## src/rtl/drp_responder_if.sv

```systemverilog
// DRP request/response bundle between a DRP master and a DRP endpoint.
// Latency: none, this is wiring only.
// Backpressure: none. The master issues single-cycle drp_en pulses and waits for drp_rdy.
interface drp_responder_if #(
  parameter int ADDR_W = 10
) ();
  logic              drp_en;
  logic              drp_we;
  logic [ADDR_W-1:0] drp_addr;
  logic [15:0]       drp_di;
  logic              drp_rdy;
  logic [15:0]       drp_do;

  modport master (
    output drp_en, drp_we, drp_addr, drp_di,
    input  drp_rdy, drp_do
  );

  modport slave (
    input  drp_en, drp_we, drp_addr, drp_di,
    output drp_rdy, drp_do
  );
endinterface

```

## src/rtl/drp_responder.sv

```systemverilog
// DRP endpoint with a bank of R/W control registers followed by a window of read-only status words.
// Latency: drp_rdy arrives exactly RD_LAT (reads) or WR_LAT (writes) cycles after the accepted drp_en.
// Backpressure: one transaction at a time. drp_en while busy is dropped and flagged on err_overlap_o.
module drp_responder #(
  parameter int                ADDR_W       = 10,
  parameter logic [ADDR_W-1:0] BASE_ADDR    = 10'h040,
  parameter int                NUM_REGS     = 16,
  parameter int                NUM_STAT     = 4,
  parameter int                RD_LAT       = 2,
  parameter int                WR_LAT       = 1,
  parameter logic [15:0]       UNMAPPED_VAL = 16'hDEAD
) (
  input  logic                   clk,
  input  logic                   rst_n,
  drp_responder_if.slave         drp,
  input  logic [NUM_STAT*16-1:0] stat_in_i,
  output logic [NUM_REGS*16-1:0] reg_out_o,
  output logic [NUM_REGS-1:0]    wr_strobe_o,
  output logic                   err_unmapped_o,
  output logic                   err_overlap_o
);

  typedef enum logic [1:0] {S_IDLE, S_WAIT, S_RESP} state_t;

  state_t            state_q, state_d;
  logic [3:0]        cnt_q, cnt_d;
  logic              accept;
  int                lat;

  // Transaction captured at acceptance; the request bus is free after that.
  logic              we_q;
  logic              is_reg_q;
  logic              unmapped_q;
  logic [ADDR_W-1:0] off_q;
  logic [15:0]       di_q;
  logic [15:0]       snap_q;
  logic              err_ovl_q;

  logic [15:0]       regs_q [NUM_REGS];

  // Address decode for the request currently on the bus.
  logic              in_range;
  logic [ADDR_W-1:0] off;
  logic              dec_reg;
  logic              dec_stat;
  logic [15:0]       rd_data;

  // Decode the offset and select the read data. Addresses below BASE_ADDR never wrap into the map.
  always_comb begin
    in_range = (drp.drp_addr >= BASE_ADDR);
    off      = drp.drp_addr - BASE_ADDR;
    dec_reg  = in_range && (off < ADDR_W'(NUM_REGS));
    dec_stat = in_range && !dec_reg && (off < ADDR_W'(NUM_REGS + NUM_STAT));
    rd_data  = UNMAPPED_VAL;
    for (int i = 0; i < NUM_REGS; i++) begin
      if (dec_reg && (off == ADDR_W'(i))) rd_data = regs_q[i];
    end
    for (int k = 0; k < NUM_STAT; k++) begin
      if (dec_stat && (off == ADDR_W'(NUM_REGS + k))) rd_data = stat_in_i[16*k +: 16];
    end
  end

  // State and latency counter register.
  always_ff @(posedge clk or negedge rst_n) begin
    if (!rst_n) begin
      state_q <= S_IDLE;
      cnt_q   <= '0;
    end else begin
      state_q <= state_d;
      cnt_q   <= cnt_d;
    end
  end

  // Next state: a latency of 1 skips WAIT. Otherwise WAIT counts down until RESP lands on cycle N+LAT.
  always_comb begin
    state_d = state_q;
    cnt_d   = cnt_q;
    accept  = 1'b0;
    lat     = drp.drp_we ? WR_LAT : RD_LAT;
    case (state_q)
      S_IDLE: begin
        if (drp.drp_en) begin
          accept  = 1'b1;
          cnt_d   = 4'(lat - 1);
          state_d = (lat == 1) ? S_RESP : S_WAIT;
        end
      end
      S_WAIT: begin
        if (cnt_q <= 4'd1) begin
          cnt_d   = '0;
          state_d = S_RESP;
        end else begin
          cnt_d   = cnt_q - 4'd1;
        end
      end
      S_RESP: begin
        state_d = S_IDLE;
      end
      default: begin
        state_d = S_IDLE;
        cnt_d   = '0;
      end
    endcase
  end

  // Outputs depend only on flops. Write data is committed at the end of the RESP cycle.
  always_comb begin
    drp.drp_rdy    = (state_q == S_RESP);
    drp.drp_do     = (state_q == S_RESP && !we_q) ? snap_q : 16'h0000;
    err_unmapped_o = (state_q == S_RESP) && unmapped_q;
    err_overlap_o  = err_ovl_q;
    for (int i = 0; i < NUM_REGS; i++) begin
      wr_strobe_o[i]         = (state_q == S_RESP) && we_q && is_reg_q && (off_q == ADDR_W'(i));
      reg_out_o[16*i +: 16]  = regs_q[i];
    end
  end

  // Capture the request and snapshot the read data on the acceptance cycle.
  always_ff @(posedge clk or negedge rst_n) begin
    if (!rst_n) begin
      we_q       <= 1'b0;
      is_reg_q   <= 1'b0;
      unmapped_q <= 1'b0;
      off_q      <= '0;
      di_q       <= '0;
      snap_q     <= '0;
    end else if (accept) begin
      we_q       <= drp.drp_we;
      is_reg_q   <= dec_reg;
      unmapped_q <= !dec_reg && !dec_stat;
      off_q      <= off;
      di_q       <= drp.drp_di;
      snap_q     <= drp.drp_we ? 16'h0000 : rd_data;
    end
  end

  // A request arriving while busy is dropped and reported one cycle later.
  always_ff @(posedge clk or negedge rst_n) begin
    if (!rst_n) err_ovl_q <= 1'b0;
    else        err_ovl_q <= drp.drp_en && (state_q != S_IDLE);
  end

  // Register bank. Reset during a transaction leaves the bank cleared with no commit.
  always_ff @(posedge clk or negedge rst_n) begin
    if (!rst_n) begin
      for (int i = 0; i < NUM_REGS; i++) regs_q[i] <= '0;
    end else begin
      for (int i = 0; i < NUM_REGS; i++) begin
        if (wr_strobe_o[i]) regs_q[i] <= di_q;
      end
    end
  end

endmodule

```

## src/flat_wrapper.sv

```systemverilog
// flat-port wrapper written by rule: the top's interface ports become plain ports
module drp_responder_flat 
#(
  parameter int                ADDR_W       = 10,
  parameter logic [ADDR_W-1:0] BASE_ADDR    = 10'h040,
  parameter int                NUM_REGS     = 16,
  parameter int                NUM_STAT     = 4,
  parameter int                RD_LAT       = 2,
  parameter int                WR_LAT       = 1,
  parameter logic [15:0]       UNMAPPED_VAL = 16'hDEAD
)
  (clk, rst_n, stat_in_i, reg_out_o, wr_strobe_o, err_unmapped_o, err_overlap_o, drp_drp_en, drp_drp_we, drp_drp_addr, drp_drp_di, drp_drp_rdy, drp_drp_do);
  drp_responder_if #(.ADDR_W(ADDR_W)) drp_i ();
  input  logic clk;
  input  logic rst_n;
  input  logic [NUM_STAT*16-1:0] stat_in_i;
  output logic [NUM_REGS*16-1:0] reg_out_o;
  output logic [NUM_REGS-1:0] wr_strobe_o;
  output logic err_unmapped_o;
  output logic err_overlap_o;
  input wire logic [$bits(drp_i.drp_en)-1:0] drp_drp_en;
  input wire logic [$bits(drp_i.drp_we)-1:0] drp_drp_we;
  input wire logic [$bits(drp_i.drp_addr)-1:0] drp_drp_addr;
  input wire logic [$bits(drp_i.drp_di)-1:0] drp_drp_di;
  output wire logic [$bits(drp_i.drp_rdy)-1:0] drp_drp_rdy;
  output wire logic [$bits(drp_i.drp_do)-1:0] drp_drp_do;
  assign drp_i.drp_en = drp_drp_en;
  assign drp_i.drp_we = drp_drp_we;
  assign drp_i.drp_addr = drp_drp_addr;
  assign drp_i.drp_di = drp_drp_di;
  assign drp_drp_rdy = drp_i.drp_rdy;
  assign drp_drp_do = drp_i.drp_do;
  drp_responder #(.ADDR_W(ADDR_W), .BASE_ADDR(BASE_ADDR), .NUM_REGS(NUM_REGS), .NUM_STAT(NUM_STAT), .RD_LAT(RD_LAT), .WR_LAT(WR_LAT), .UNMAPPED_VAL(UNMAPPED_VAL)) u_core (.clk(clk), .rst_n(rst_n), .drp(drp_i), .stat_in_i(stat_in_i), .reg_out_o(reg_out_o), .wr_strobe_o(wr_strobe_o), .err_unmapped_o(err_unmapped_o), .err_overlap_o(err_overlap_o));
endmodule
```

## config.mk

```make
export PLATFORM = sky130hd
export DESIGN_NAME = drp_responder_flat
export DESIGN_NICKNAME = d
export VERILOG_FILES = /design/src/rtl/drp_responder_if.sv /design/src/rtl/drp_responder.sv /design/src/flat_wrapper.sv
export SDC_FILE = /design/constraint.sdc
export NUM_CORES = 1
export LEC_CHECK = 0
export ABC_CLOCK_PERIOD_IN_PS = 2950
export BUFFER_PORTS_ARGS = -buffer_cell sky130_fd_sc_hd__buf_2
export CAP_MARGIN = 40
export CORE_MARGIN = 4
export CORE_UTILIZATION = 49
export CTS_BUF_LIST = sky130_fd_sc_hd__clkbuf_8
export DETAILED_ROUTE_END_ITERATION = 10
export HOLD_SLACK_MARGIN = 0.08
export PLACE_DENSITY = 0.75
export SYNTH_ARGS = -nofsm -noshare
export SYNTH_HDL_FRONTEND = slang
export SYNTH_SLANG_ARGS = --single-unit
```

## constraint.sdc

```tcl
create_clock -name clk -period 2.95 [get_ports clk]
set_clock_uncertainty 0.2 [all_clocks]
set_input_delay 0.4425 -clock clk [delete_from_list [all_inputs] [get_ports clk]]
set_output_delay 0.4425 -clock clk [all_outputs]
set_load 0.02 [all_outputs]
```

==> metrics.txt, run 1 <==
status finished with violations; violated checks setup timing; DRC violations left 0; Power, Total 11,200 uW; Vias per Instance 6.13; final wirelength 63,500 um; TritonCTS clock tree yes; RePlAce Congestion 1.06; crit path time final 3150 ps; vias in the first global route 14,396; Fillers 2,310; Synth Area per Inst 11.6 um2; ys async rst share 100%; DR WL/cell 27.4 um; crit end category output port; relative slew slack 42.1%; fin. max-slew vios 0; port bufs 384; die area 0.0335 mm2; Ys Warns 0; Leakage 0.0110 uW; die height 183 um; final worst slack -201 ps; gr usage total 36.9%; Final Hold Fails 0; register area 0.00771 mm2; Multi-input gate area 0.00701 mm2; CTS buffer count 50; nets 1,989; DR vias 14,213; DRT iter0 DRCs 1,408; Overflow after GRT 0; antenna violations before repair 0; worst-margin pin slew 858 ps; post-route ant nets 0; RSZ-0062 raised after global routing true; Max-Cap Viols 0; crit-path leading delay family simple AND/OR/NAND/NOR gates; synthesized cell area 0.0150 mm2; power per cell area 546 mW/mm2; pin count of the biggest net entering global routing 81; Most used DFF post-synth dfrtp_1; first-pass GRT wire length 93,500 um; period utilization 107%; worst path cell trace nor4b_2 > buf_4 > nand3_4 > or3_4 > nor3_4 > buf_6 > buf_6; Peak Freq 317 MHz; fin cells 2,317; Hold WC Path Type in -> reg; Worst EP arrival 2510 ps; critical path's slowest cell or3_4; clock slew at reported path FFs 60 ps; Crit Path Category reg -> out; TritonRoute pass-1 iters 6; Cells after Synth 1,293; layout cells sized above 1 52.2%; fin util 68.4%; most used cell, CP buf_6; Root Driver clkbuf_8; buffer and inverter count on the worst path 3; Worst Path Max Fanout 4; Final Setup Violations 14; Area Growth Syn to Fin 36.4%; HPWL after detailed placement 48,600 um; Die X 183 um; core area 0.0300 mm2; syn nets 1,392; boundary pin count 385; Worst Setup Start Kind flip-flop; Worst-Skew Late Latency 580 ps; reg2reg setup slack 140 ps; Initial Utilization 50.1%; ant diodes 0; CP Data Required Time 2310 ps; CTS H-tree lvls 2; clock sinks 308; post-synthesis sequential area ratio 51.3%; CP peak stage delay 470 ps; number of distinct library cells after synthesis 69; Post-synth EDFFs 0; FF+latch count, synth 308; placed cells 2,189; Worst IR Drop VDD 0.640 mV; CTS Buffer Depth 3; row count 63
==> power breakdown <==
| part | internal, uW | switching, uW |
|---|---|---|
| combinational | 675 | 1100 |
| clock | 2170 | 1740 |
| sequential | 4520 | 966 |
==> synth_stat cells (9+ instances only) <==
| master | instances | area [um2] |
|---|---|---|
| dfrtp_1 | 308 | 7710 |
| mux2_2 | 259 | 2920 |
| nand2_1 | 135 | 507 |
| clkbuf_1 | 59 | 221 |
| o21ai_0 | 40 | 200 |
| nor2_1 | 39 | 146 |
| inv_1 | 38 | 143 |
| a21oi_1 | 37 | 185 |
| nor3_1 | 33 | 165 |
| nand3_1 | 30 | 150 |
| a22oi_1 | 22 | 165 |
| and2_1 | 22 | 138 |
| buf_2 | 20 | 100 |
| a222oi_1 | 16 | 160 |
| mux4_2 | 15 | 338 |
| o22a_1 | 13 | 114 |
| and3_1 | 12 | 75.1 |
| nor4_1 | 12 | 75.1 |
| mux2i_1 | 10 | 100 |
| o22ai_1 | 10 | 62.6 |
| a211oi_1 | 9 | 67.6 |
| nor2b_1 | 9 | 56.3 |
==> metrics by stage <==
step	setup TNS, ps	worst slack (ps)	cell area [um2]	hold WS [ps]
after floorplan	0	108	15000	-53.1
after global placement	-2520	-334	18800	258
after detailed placement	-2990	-361	18800	266
after CTS	-1860	-216	20300	99.2
after global routing	-2200	-248	20500	117
final	-1510	-201	20500	118
==> state kept, by name (all words and copies together), names as in the netlist, 2 cells and up <==
register          count
u_core.cnt_q          4
u_core.di_q          16
u_core.off_q         10
u_core.reg_out_o    256
u_core.snap_q        16
u_core.state_q        2
==> metal layers <==
metal | up-vias | global-route usage [%] | wire length [um]
met3 | 155 | 8.07 | 6720
met5 | - | 0 | 0
met4 | 0 | 13.7 | 2620
li1 | 5992 | - | -
met1 | 7107 | 49.7 | 24400
met2 | 959 | 59.3 | 29900
==> timing repair <==
action / CTS / global route
hold buffers: 26 / 0
buffers inserted: 8 / 6
gates resized for setup: 57 / 24
pin swaps: 6 / 10
setup endpoints to repair: 16 / 24
hold endpoints to repair: 97 / 0
==> cell families (layout without fill, tap and decap cells) <==
family,Yosys count,in the layout,share of synthesized area (%)
buffers and inverters,124,758,3.34
flip-flops,308,308,51.3
AO/OA/AOI/OAI,220,220,10.7
multiplexers,284,284,22.3
adder cells (fa/ha/maj),5,5,0.417
AND/OR/NAND/NOR,350,350,11.7
XOR/XNOR,2,2,0.117
==> tightest hold or removal path: stages <==
cell     delay [ps]
buf_2           120
nor3_1           70
xnor2_1         120
o21ai_0          80
==> path summary, 6_finish.rpt <==
path,cells after the start,from,to
worst max-delay path,7,u_core.off_q[9],wr_strobe_o[8]
worst min-delay path,4,drp_drp_addr[7],u_core.off_q[9]
worst max register to register,8,u_core.off_q[9],u_core.reg_out_o[1]
worst min register to register,2,u_core.snap_q[13],u_core.snap_q[13]
max in group asynchronous,3,rst_n,u_core.reg_out_o[26]
min in group asynchronous,2,rst_n,u_core.err_overlap_o
==> cell usage in the layout (no fill, tap or decap), drive strengths merged, types with 7 or more instances in the layout <==
master and instances:
o22a 13, a211oi 9, mux4 15, o21ai 42, o221ai 8, a32oi 7, mux2 259, and2 22
or3 9, nor2 45, dfrtp 308, buf 605, a222oi 16, nor2b 9, nand2 135, dlygate4sd3 26
o22ai 10, a22o 8, nand2b 8, mux2i 10, nand3 30, nor4 16, clkinv 8, and3 12
nor3 36, clkbuf 59, inv 56, a21oi 37, a22oi 22
==> final cells by class <==
class,count,area share (%)
clock buffer,59,3.97
inverter,38,0.697
tap,390,2.38
timing repair buffer,631,19.9
multi-input combinational,861,34.2
clock inverter,30,1.17
sequential,308,37.6
Note: power is estimated with default switching activity, not from simulation.
==> inputs of run 2 (changes only) <==
--- a/config.mk
+++ b/config.mk
@@ -8,12 +8,13 @@
 export ABC_CLOCK_PERIOD_IN_PS = 2950
 export BUFFER_PORTS_ARGS = -buffer_cell sky130_fd_sc_hd__buf_2
 export CAP_MARGIN = 40
+export CORE_ASPECT_RATIO = 0.8
 export CORE_MARGIN = 4
-export CORE_UTILIZATION = 49
+export CORE_UTILIZATION = 50
 export CTS_BUF_LIST = sky130_fd_sc_hd__clkbuf_8
 export DETAILED_ROUTE_END_ITERATION = 10
 export HOLD_SLACK_MARGIN = 0.08
-export PLACE_DENSITY = 0.75
+export PLACE_DENSITY = 0.76
 export SYNTH_ARGS = -nofsm -noshare
 export SYNTH_HDL_FRONTEND = slang
 export SYNTH_SLANG_ARGS = --single-unit
==> run 2 against run 1 <==
Effect of this change:
- the flow still finishes with violations (setup timing)
- non-clock buffer count shrank 7
- clock-buffer cell count is 5 higher
- combinational power fell by 3%
- hold slack got worse by 8.3 ps
- wire length up 0.66%
- register-to-register slack better by 40 ps
- global-route usage increased by 0.96 points
- via count is 0.98% lower
==> metrics.txt, run 2 (synthesis results as in run 1) <==
Peak Freq 319 MHz (+0.39%); ant diodes 0 (unchanged); Final Hold Fails 0 (unchanged); HPWL after detailed placement 48,300 um (-0.59%); Switch Pwr 3760 uW (-1.3%); port bufs 384 (unchanged); Worst Path Max Fanout 3 (-1); fin. max-slew vios 0 (unchanged); RePlAce Congestion 1.00 (-5.3%); CP Data Required Time 2310 ps (about the same); first-pass GRT wire length 93,700 um (+0.22%); pin count of the biggest net entering global routing 93 (+15%); layout cells sized above 1 51.5% (-0.69 points); final wirelength 64,000 um (+0.66%); crit end category output port; die area 0.0329 mm2 (-1.9%); final worst slack -189 ps (+12.3 ps); cell-internal power 7220 uW (-1.9%); crit path time final 3140 ps (-12.3 ps); DRT iter0 DRCs 1,649 (+17%); violated checks setup timing; CTS H-tree lvls 2 (unchanged); Max-Cap Viols 0 (unchanged); Overflow after GRT 0 (unchanged); CTS buffer count 49 (-2.0%); power per cell area 537 mW/mm2 (-1.5%); post-route ant nets 0 (unchanged); nets 1,981 (-0.40%); Worst Setup Start Kind flip-flop; worst path cell trace nor4b_4 > buf_4 > nand3_4 > or3_4 > buf_12 > nor2_4 > buf_6 > buf_6; Worst IR Drop VDD 0.636 mV (-0.70%); vias in the first global route 14,146 (-1.7%); register area 0.00771 mm2 (unchanged); DR WL/cell 27.9 um (+1.6%); Fillers 2,211 (-4.3%); TritonRoute pass-1 iters 8 (+2); critical path's slowest cell dfrtp_1; Seq pwr share 49.9% (+0.8 points); Crit Path Category reg -> out; clock sinks 308 (unchanged); Worst-Skew Late Latency 620 ps (+40 ps); boundary pin count 385 (unchanged); gr usage total 37.9% (+0.96 points); most used cell, CP buf_6; antenna violations before repair 2 (+2); Leakage 0.0109 uW (-0.63%); commonest non-fill, non-tap cell in the layout buf_2; relative slew slack 36.6% (-5.5 points); period utilization 106% (-0.42 points); Multi-input gate area 0.00704 mm2 (+0.54%); TritonCTS clock tree yes; Largest register FFs 256 (unchanged); Area Growth Syn to Fin 36.1%; Root Driver clkbuf_8; DR vias 14,074 (-0.98%); die height 163 um (-11%); Die X 202 um (+10%); most frequent cells in the layout buf_2, dfrtp_1, mux2_2; CTS Buffer Depth 3 (unchanged); RSZ-0062 raised after global routing true; logic gate share of total power 15.7% (-0.2 points); status finished with violations; post-place setup slack -848 ps (-487 ps); clock slew at reported path FFs 60 ps (about the same); Hold WC Path Type in -> reg; CP peak stage delay 410 ps (-60 ps); Vias per Instance 6.13 (about the same); sw frac 34.2% (+0.13 points); worst-margin pin slew 939 ps (+81.3 ps); Initial Utilization 51.0% (+0.90 points); core area 0.0294 mm2 (-1.8%); Design Area, Final 0.0204 mm2 (-0.17%); Clock power frac 34.4% (-0.6 points); DRC violations left 0 (unchanged); Worst EP arrival 2500 ps (about the same); Final Setup Violations 15 (+1); post-placement cell area 0.0186 mm2 (-0.64%); row count 56 (-11%)
-- run 2: through the flow --
step	util (%)	power, uW	TNS (ps)	instances	hold slack [ps]
3_5_place_dp	63.4	7020	-7500	2156	195
5_1_grt	69.5	11400	-2690	2295	90.5
6_report	69.5	11000	-1430	2295	110
4_1_cts	69.1	10900	-1990	2290	81.8
3_3_place_gp	63.3	6970	-6620	2155	190
2_1_floorplan	-	5940	0	1293	-53.1
-- run 2: worst max-delay path: cells and delay by family (launching register included) --
family                 cells  cell delay, ps
buffers and inverters      4             560
flip-flops                 1             410
AND/OR/NAND/NOR            4             930
-- run 2: per-layer routing --
layer  share of wire [%]  vias up  GRT usage [%]
li1                    -     5974              -
met1                  40     7124           51.1
met2                  47      855           61.5
met3                  11      119           10.3
met4                 2.7        2           9.94
met5               0.020        -              0
-- run 2: worst paths after layout --
path                                 start                     to  slack [ps]  cells past startpoint
max                        u_core.off_q[8]         wr_strobe_o[3]        -190                      8
max in group asynchronous            rst_n       u_core.snap_q[9]        1470                      3
min in group asynchronous            rst_n  u_core.reg_out_o[230]         170                      2
min reg2reg                u_core.is_reg_q        u_core.is_reg_q         280                      2
min                        drp_drp_addr[6]        u_core.off_q[7]         110                      4
max reg2reg                u_core.off_q[8]  u_core.reg_out_o[131]         180                      8
-- run 2: power groups by stage --
stage / registers (uW) / logic, uW / clock network, uW
after CTS: 5400 / 1680 / 3810
after floorplan: 4830 / 1100 / 0
after detailed placement: 5450 / 1580 / 0
after global routing: 5500 / 1860 / 4010
final: 5480 / 1720 / 3780
after global placement: 5430 / 1540 / 0
-- run 2: what timing repair did --
item,4_1_cts,5_1_grt
hold buffers,34,0
pin swaps,12,9
hold endpoints to repair,289,0
buffers inserted,13,5
gates resized for setup,56,15
setup endpoints to repair,30,24
-- run 2: final cells by class --
type / count / share of cell area [%]
clock buffer: 64 / 4.31
multi-input combinational: 861 / 34.5
inverter: 38 / 0.698
tap: 377 / 2.31
sequential: 308 / 37.7
clock inverter: 23 / 0.643
timing repair buffer: 624 / 19.9
==> inputs of run 3 (changes only) <==
--- a/config.mk
+++ b/config.mk
@@ -18,3 +18,4 @@
 export SYNTH_ARGS = -nofsm -noshare
 export SYNTH_HDL_FRONTEND = slang
 export SYNTH_SLANG_ARGS = --single-unit
+export TNS_END_PERCENT = 20
==> run 3 against run 2 <==
Effect of this change:
- the run still ends with setup timing left
- combinational power about the same
- via count down 0.51%
- first-iteration DRC count up 5.7%
- core utilization down 0.46 points
- wire length down 0.25%
- power down 0.20%
- sequential power about the same
- clock power about the same
- non-clock buffer count down 10
- die area unchanged
- critical path type unchanged
- critical endpoint is now wr_strobe_o[0]
==> metrics.txt, run 3 (synthesis results as in run 1) <==
commonest non-fill, non-tap cell in the layout buf_2; vias in the first global route 14,113 (-0.23%); Final Hold Fails 0 (unchanged); boundary pin count 385 (unchanged); Worst-Skew Late Latency 610 ps (about the same); Initial Utilization 51.0% (unchanged); post-place setup slack -848 ps (unchanged); Max-Cap Viols 0 (unchanged); final wirelength 63,800 um (-0.25%); Worst Setup Start Kind flip-flop; WHS 125 ps (+15.3 ps); relative slew slack 38.6% (+2.0 points); TritonRoute pass-1 iters 6 (-2); CTS buffer count 49 (unchanged); worst-margin pin slew 910 ps (-29.4 ps); Root Driver clkbuf_8; worst r2r src u_core.off_q[8]; post-route ant nets 0 (unchanged); Leakage 0.0109 uW (-0.49%); DRC violations left 0 (unchanged); die height 163 um (unchanged); CP peak stage delay 440 ps (+30 ps); Worst Path Max Fanout 4 (+1); Vias per Instance 6.13 (about the same); power per cell area 540 mW/mm2 (+0.47%); violated checks setup timing; Die X 202 um (unchanged); RSZ-0062 raised after global routing true; placed cells 2,156 (unchanged); ant diodes 0 (unchanged); Worst EP arrival 2460 ps (-40 ps); DR vias 14,002 (-0.51%); first-pass GRT wire length 93,600 um (-0.14%); TritonCTS clock tree yes; crit end category output port; nets 1,971 (-0.50%); CP Data Required Time 2310 ps (about the same); crit path time final 3110 ps (-31.6 ps); most used cell, CP buf_6; Peak Freq 322 MHz (+1.0%); clock sinks 308 (unchanged); reg2reg setup slack 190 ps (about the same); final worst slack -157 ps (+31.6 ps); Area Growth Syn to Fin 35.2%; period utilization 105% (-1.1 points); row count 56 (unchanged); Hold Path Depth 4 (unchanged); hold endpoint u_core.off_q[7]; worst path cell trace nor4b_4 > buf_4 > nand3_4 > or3_4 > nor3_4 > buf_6 > buf_6; Hold WC Path Type in -> reg; DRT iter0 DRCs 1,743 (+5.7%); most frequent cells in the layout buf_2, dfrtp_1, mux2_2; hold_sp drp_drp_addr[6]; Final Setup Violations 15 (unchanged); clock slew at reported path FFs 60 ps (about the same); die area 0.0329 mm2 (unchanged); R2R depth 8 (unchanged); CTS H-tree lvls 2 (unchanged); gr usage total 37.8% (-0.098 points); HPWL after detailed placement 48,300 um (unchanged); Reg-to-Reg End u_core.reg_out_o[143]; Largest register FFs 256 (unchanged); port bufs 384 (unchanged); fin util 69.0% (-0.46 points); RePlAce Congestion 1.00 (unchanged); fin. max-slew vios 0 (unchanged); layout cells sized above 1 51.0% (-0.46 points); DR WL/cell 27.9 um (+0.18%); pin count of the biggest net entering global routing 93 (unchanged); fin cells 2,285 (-0.44%); Worst IR Drop VDD 0.647 mV (+1.8%); Overflow after GRT 0 (unchanged); critical path's slowest cell or3_4; core area 0.0294 mm2 (unchanged); status finished with violations; Power, Total 11,000 uW (-0.20%); CTS Buffer Depth 3 (unchanged); Crit Path Category reg -> out; antenna violations before repair 2 (unchanged)
run 3: power by group:
part | internal (uW) | switching [uW]
Sequential | 4520 | 954
Combinational | 673 | 1040
Clock | 2020 | 1750
Total | 7220 | 3740
run 3: critical path: cells and delay by family (launching register included):
kind                   cells  cell delay (ps)
buffers and inverters      3              430
flip-flops                 1              400
AND/OR/NAND/NOR            4             1030
run 3: worst max-delay path by stage:
| stage | from | endpoint | slack [ps] | depth (start not counted) |
|---|---|---|---|---|
| after floorplan | u_core.state_q[1] | u_core.reg_out_o[10] | 110 | 8 |
| after global placement | drp_drp_addr[6] | u_core.snap_q[5] | -740 | 13 |
| after detailed placement | drp_drp_addr[6] | u_core.snap_q[5] | -850 | 13 |
| after CTS | u_core.off_q[8] | wr_strobe_o[0] | -270 | 7 |
| after global routing | u_core.off_q[8] | wr_strobe_o[8] | -240 | 6 |
| final | u_core.off_q[8] | wr_strobe_o[0] | -160 | 7 |
run 3: area by class of cell:
| class | instances | area, um2 |
|---|---|---|
| Multi-Input combinational cell | 861 | 7030 |
| Fill cell | 2229 | 9120 |
| Tap cell | 377 | 472 |
| Inverter | 38 | 143 |
| Timing Repair Buffer | 614 | 3940 |
| Sequential cell | 308 | 7710 |
| Clock buffer | 64 | 881 |
| Clock inverter | 23 | 131 |
run 3: stage by stage:
stage / TNS (ps) / instance area, um2
detailed placement: -7500 / 18600
floorplan: 0 / 15000
CTS: -2030 / 20300
finish: -1330 / 20300
global placement: -6620 / 18600
global route: -2580 / 20300
run 3: layer usage:
| metal | vias up | routed length, um | GRT usage (%) |
|---|---|---|---|
| met2 | 895 | 29500 | 61.0 |
| met5 | - | 13 | 0 |
| met1 | 7015 | 25300 | 51.2 |
| li1 | 5963 | - | - |
| met3 | 127 | 7070 | 10.3 |
| met4 | 2 | 1860 | 9.94 |
run 3: timing repair:
action,CTS,global route
hold buffers,34,0
resized for setup,44,11
buffers inserted,8,0
setup endpoints to repair,30,24
pin swaps,8,8
hold endpoints to repair,289,0
